--- config.mk ---
export PLATFORM = sky130hd
export DESIGN_NAME = lfsr_rng_multi_flat
export DESIGN_NICKNAME = d
export VERILOG_FILES = /design/src/rtl/lfsr_rng_multi_if.sv /design/src/rtl/lfsr_rng_multi.sv /design/src/flat_wrapper.sv
export SDC_FILE = /design/constraint.sdc
export NUM_CORES = 1
export LEC_CHECK = 0
export BUFFER_PORTS_ARGS = -buffer_cell sky130_fd_sc_hd__buf_2
export CAP_MARGIN = 10
export CORE_MARGIN = 3
export CORE_UTILIZATION = 40
export DETAILED_ROUTE_END_ITERATION = 6
export GPL_ROUTABILITY_DRIVEN = 0
export SLEW_MARGIN = 15
export SYNTH_ARGS = -nofsm -noshare
export SYNTH_HDL_FRONTEND = slang
export SYNTH_SLANG_ARGS = --single-unit
--- constraint.sdc ---
create_clock -name in_clk -period 2 [get_ports in_clk]
set_input_delay 0.1 -clock in_clk [delete_from_list [all_inputs] [get_ports in_clk]]
set_output_delay 0.1 -clock in_clk [all_outputs]
set_load 0.02 [all_outputs]
--- src/rtl/lfsr_rng_multi_if.sv ---
// Control and per-channel handshake bundle for the multi-channel LFSR random source.
// Latency: none; the interface carries wires only.
// Backpressure: out_ready is per channel, so a stalled consumer affects only its own channel.
interface lfsr_rng_multi_if #(
    parameter int WIDTH = 24,
    parameter int NCH   = 3,
    parameter int OUT_W = 4
);
    logic                   gen_en;
    logic                   seed_load;
    logic [WIDTH-1:0]       seed_in;
    logic [NCH-1:0]         out_ready;
    logic [NCH-1:0]         out_valid;
    logic [NCH*OUT_W-1:0]   out_data;
    logic [WIDTH-1:0]       lfsr_state;
    logic [WIDTH-1:0]       period_cnt;

    // Controller / consumer side: drives the controls and consumes digits.
    modport master (
        output gen_en, seed_load, seed_in, out_ready,
        input  out_valid, out_data, lfsr_state, period_cnt
    );

    // Generator side.
    modport slave (
        input  gen_en, seed_load, seed_in, out_ready,
        output out_valid, out_data, lfsr_state, period_cnt
    );
endinterface

--- src/rtl/lfsr_rng_multi.sv ---
// Fibonacci LFSR feeding NCH rejection-sampled random-digit channels (values 1..MAX_VAL).
// Latency: a sampled digit and the new state appear one cycle after the advancing edge.
// Backpressure: a stalled channel holds its digit; the LFSR and other channels keep running.
module lfsr_rng_multi #(
    parameter int               WIDTH   = 24,
    parameter logic [WIDTH-1:0] TAPS    = 24'hE10000,
    parameter logic [WIDTH-1:0] SEED    = 24'h0ACE1E,
    parameter int               NCH     = 3,
    parameter int               OUT_W   = 4,
    parameter int               MAX_VAL = 9
) (
    input  logic              in_clk,
    input  logic              in_rst,
    lfsr_rng_multi_if.slave   bus
);
    localparam logic [WIDTH-1:0] CNT_ONE = {{(WIDTH-1){1'b0}}, 1'b1};
    localparam logic [OUT_W-1:0] MAX_L   = OUT_W'(MAX_VAL);

    logic [WIDTH-1:0]       state_q;
    logic [WIDTH-1:0]       cnt_q;
    logic [NCH-1:0]         vld_q;
    logic [NCH*OUT_W-1:0]   dat_q;

    logic                   advance;
    logic                   feedback;
    logic [NCH-1:0]         slot_free;
    logic [NCH-1:0]         cand_ok;

    // Seed load outranks generation; the XOR of tapped bits shifts in at the LSB.
    assign advance  = bus.gen_en & ~bus.seed_load;
    assign feedback = ^(state_q & TAPS);

    // Per-channel: slot is free if empty or being drained this edge; candidate range check.
    always_comb begin
        slot_free = '0;
        cand_ok   = '0;
        for (int c = 0; c < NCH; c++) begin
            slot_free[c] = ~vld_q[c] | bus.out_ready[c];
            cand_ok[c]   = (state_q[c*OUT_W +: OUT_W] != '0) &&
                           (state_q[c*OUT_W +: OUT_W] <= MAX_L);
        end
    end

    // LFSR state and advance counter; a zero seed would lock up, so it is replaced by SEED.
    always_ff @(posedge in_clk or posedge in_rst) begin
        if (in_rst) begin
            state_q <= SEED;
            cnt_q   <= '0;
        end else if (bus.seed_load) begin
            state_q <= (bus.seed_in == '0) ? SEED : bus.seed_in;
            cnt_q   <= '0;
        end else if (bus.gen_en) begin
            state_q <= {state_q[WIDTH-2:0], feedback};
            cnt_q   <= cnt_q + CNT_ONE;
        end
    end

    // Channel slots: free slots sample the pre-advance state on advance, otherwise drain.
    always_ff @(posedge in_clk or posedge in_rst) begin
        if (in_rst) begin
            vld_q <= '0;
            dat_q <= '0;
        end else if (bus.seed_load) begin
            vld_q <= '0;
        end else begin
            for (int c = 0; c < NCH; c++) begin
                if (slot_free[c]) begin
                    if (advance && cand_ok[c]) begin
                        vld_q[c]                 <= 1'b1;
                        dat_q[c*OUT_W +: OUT_W]  <= state_q[c*OUT_W +: OUT_W];
                    end else begin
                        vld_q[c] <= 1'b0;
                    end
                end
            end
        end
    end

    assign bus.out_valid  = vld_q;
    assign bus.out_data   = dat_q;
    assign bus.lfsr_state = state_q;
    assign bus.period_cnt = cnt_q;
endmodule

--- src/flat_wrapper.sv ---
// flat-port wrapper written by rule: the top's interface ports become plain ports
module lfsr_rng_multi_flat 
#(
    parameter int               WIDTH   = 24,
    parameter logic [WIDTH-1:0] TAPS    = 24'hE10000,
    parameter logic [WIDTH-1:0] SEED    = 24'h0ACE1E,
    parameter int               NCH     = 3,
    parameter int               OUT_W   = 4,
    parameter int               MAX_VAL = 9
)
  (in_clk, in_rst, bus_gen_en, bus_seed_load, bus_seed_in, bus_out_ready, bus_out_valid, bus_out_data, bus_lfsr_state, bus_period_cnt);
  lfsr_rng_multi_if #(.WIDTH(WIDTH), .NCH(NCH), .OUT_W(OUT_W)) bus_i ();
  input  logic in_clk;
  input  logic in_rst;
  input wire logic [$bits(bus_i.gen_en)-1:0] bus_gen_en;
  input wire logic [$bits(bus_i.seed_load)-1:0] bus_seed_load;
  input wire logic [$bits(bus_i.seed_in)-1:0] bus_seed_in;
  input wire logic [$bits(bus_i.out_ready)-1:0] bus_out_ready;
  output wire logic [$bits(bus_i.out_valid)-1:0] bus_out_valid;
  output wire logic [$bits(bus_i.out_data)-1:0] bus_out_data;
  output wire logic [$bits(bus_i.lfsr_state)-1:0] bus_lfsr_state;
  output wire logic [$bits(bus_i.period_cnt)-1:0] bus_period_cnt;
  assign bus_i.gen_en = bus_gen_en;
  assign bus_i.seed_load = bus_seed_load;
  assign bus_i.seed_in = bus_seed_in;
  assign bus_i.out_ready = bus_out_ready;
  assign bus_out_valid = bus_i.out_valid;
  assign bus_out_data = bus_i.out_data;
  assign bus_lfsr_state = bus_i.lfsr_state;
  assign bus_period_cnt = bus_i.period_cnt;
  lfsr_rng_multi #(.WIDTH(WIDTH), .TAPS(TAPS), .SEED(SEED), .NCH(NCH), .OUT_W(OUT_W), .MAX_VAL(MAX_VAL)) u_core (.in_clk(in_clk), .in_rst(in_rst), .bus(bus_i));
endmodule
==> impl_metrics.tcl <==
set metrics [dict create \
    core-area_sq_um 7370 \
    rsz0062_at_grt "false" \
    die_y_um 94.0 \
    io_pins 94 \
    grt_antenna_before_repair 0 \
    area_delta_synth_final_pct 32.9 \
    htreeDepth 3 \
    power_switching_mw 0.990 \
    fp-row-count 31 \
    n_antenna_cell 0 \
    synth_top_area_share_pct 42.0 \
    drive_gt1_share_pct 33.5 \
    crit_path_start_kind "register" \
    die_area_sq_um 8840 \
    relSlewSlack_pct 51.7 \
    comb_power_share_pct 20.8 \
    endpoint_kind "register" \
    crit_fanout 8 \
    power.leakage_nw 1.96 \
    hp-class "input pin to register" \
    seq_area_sq_um 1590 \
    yosysWarnings 0 \
    post-route-worst-setup-slack_ns 0.154 \
    yosysMostFrequentCell "dfrtp_1" \
    ff2ff_path_depth 5 \
    p_clk_share_pct 33.6 \
    hpwl_um 5280 \
    cp-endpoint "u_core.bus.period_cnt[22]" \
    critPathKind "register to register" \
    clk_latency_ns 0.33 \
    timing.rr.start "u_core.bus.period_cnt[0]" \
    fin_util_pct 55.9 \
    synthTopCellsByCount "52 x dfrtp_1, 27 x o21ai_0, 20 x nand2_1" \
    cts_sinks 63 \
    grt_max_degree 77 \
    drv_slew 0 \
    r2r_slack_ns 0.15 \
    ir_drop_uv 487 \
    cts.path.max_buffers 2 \
    internal-power_mw 2.41 \
    fmax_mhz 542 \
    skew_ns 0.00821 \
    synth_area_leaders "dfrtp_1 42%, dfstp_2 9.3%, mux2i_1 4.5%" \
    p_seq_share_pct 45.6 \
    dp_cells 489 \
    fp.dieW_um 94.0 \
    drtIter0Drc 125 \
    maxCapViolCount 0 \
    syn_nets 338 \
    async_reset_ff_share_pct 100 \
    tightest_slew_ns 0.725 \
    avgViaCountPerCell 5.21 \
    hold_violations 0 \
    multi_input_comb_area_sq_um 1390 \
    synthCells 306 \
    ant_nets 0 \
    clockRootBuffer "clkbuf_8" \
    synth_ff_type "dfrtp_1" \
    wl_um 7860 \
    synth-seq-area-share_pct 51.3 \
    syn-mean-instance-area_sq_um 10.1 \
    track_usage_pct 18.8 \
    firstDrtPassIters 4 \
    detail_route.wl_per_cell_um 14.9 \
    power_density_nw_per_um2 825 \
    fin_setup_tns_ns 0 \
    clk_pin_slew_ns 0.07 \
    cp-startpoint "u_core.bus.period_cnt[0]" \
    switching_share_pct 29.1 \
    setup_viol 0 \
    post_cts_buffers 0 \
    r2r_end "u_core.bus.period_cnt[22]" \
    drc_errors 0 \
    fillers 668 \
    fin_cells 526 \
    cp.required_ns 2.25 \
    synth-seq-cells 63 \
    worstPathArrival_ns 2.09 \
    dp_slack_ns 0.0968 \
    grt_pass1_wl_um 13100 \
    initial_core_util_pct 42.1 \
    status "finished clean" \
    cts_tree "done" \
    port_buffers 93 \
    nets 454 \
    cts_made_buffers 9 \
    dr_total_vias 2738 \
    whs_ns 0.0144 \
    synth-edff-count 0 \
    synth_top_cell_by_area "dfrtp_1" \
    synth.distinct_cells 41 \
    fin_crit_ns 1.85 \
    globalRouteOverflowTotal 0 \
    fin_crit_sh_pct 92.3 \
    netlist_area_sq_um 3100 \
    grt_pass1_vias 2649 \
]
-- layout by cell type, fill, tap and decap left out, types with 2 or more instances in the layout --
cell and count:
a211oi_1 11, a21oi_1 9, a22o_1 4, a31oi_1 11, and3_1 3, and3b_1 2, and4_1 5, buf_2 93
buf_4 8, clkbuf_8 12, clkinv_2 2, dfrtp_1 52, dfstp_2 11, dlygate4sd3_1 21, inv_1 12, mux2_2 8
mux2i_1 14, nand2_1 20, nand2b_1 4, nand3_1 10, nand4_1 10, nor2_1 16, nor2b_1 13, nor4_1 7
o21ai_0 27, o41ai_1 2, or3_1 7, xnor2_1 5, xor2_1 10
-- sequential cells by signal (all words and copies together) (netlist names) --
register               count
u_core.bus.period_cnt     24
u_core.bus.lfsr_state     24
u_core.bus.out_valid       3
u_core.bus.out_data       12
-- per-stage QoR --
step,power [mW],area (sq um)
floorplan,1.99,3100
finish,3.40,4120
global route,3.58,4120
detailed placement,2.25,3690
CTS,3.44,4110
global placement,2.24,3690
-- layout make-up --
cell class,instances,area share (%)
flip-flops and latches,63,38.6
multi-input cells,212,33.8
repair buffers,123,18.4
clock buffers,13,4.10
well taps,99,3.01
inverters,13,1.19
clock inverters,3,0.972
-- layer usage --
metal / share of wire [%] / vias to the layer above / routed length, um / global-route usage (%)
li1: - / 1336 / - / -
met1: 46 / 1299 / 3630 / 24.8
met2: 46 / 97 / 3610 / 29.6
met3: 6.9 / 6 / 546 / 6.25
met4: 0.93 / 0 / 73 / 5.29
met5: 0 / - / 0 / 0
-- worst max-delay path, cell delays in order, from the launching register on --
cell and delay, ns:
dfrtp_1 0.43, ha_1 0.21, nand3_1 0.08, or4_4 0.53, or3_1 0.37, a21oi_1 0.14
-- how the worst min path moves through the flow --
stage          cells after the start  slack, ns             from                        end
2_1_floorplan                      2       0.21  bus_seed_in[15]  u_core.bus.lfsr_state[15]
6_report                           3       0.01  bus_seed_in[13]  u_core.bus.lfsr_state[13]
3_3_place_gp                       2       0.11           in_rst  u_core.bus.period_cnt[13]
3_5_place_dp                       2       0.12           in_rst  u_core.bus.period_cnt[13]
5_1_grt                            3      0.007  bus_seed_in[13]  u_core.bus.lfsr_state[13]
4_1_cts                            3      0.003  bus_seed_in[13]  u_core.bus.lfsr_state[13]
-- power by group through the flow --
stage | registers, mW | logic, mW | clock network [mW]
finish | 1.55 | 0.707 | 1.14
global route | 1.57 | 0.770 | 1.24
CTS | 1.55 | 0.713 | 1.18
detailed placement | 1.57 | 0.682 | 0
global placement | 1.57 | 0.676 | 0
floorplan | 1.73 | 0.258 | 0
-- cell families after synthesis --
kind of cell,synth area share (%)
AO/OA/AOI/OAI,14.0
flip-flops,51.3
adder cells (fa/ha/maj),0.404
buffers and inverters,3.96
multiplexers,7.43
AND/OR/NAND/NOR,18.7
XOR/XNOR,4.24
-- repair_timing --
item | 4_1_cts | 5_1_grt
hold buffers | 21 | 0
endpoints found under the setup margin | 0 | 2
gates resized for setup | 0 | 1
hold endpoints to repair | 34 | 0
Power figures use the tool's default switching activity.
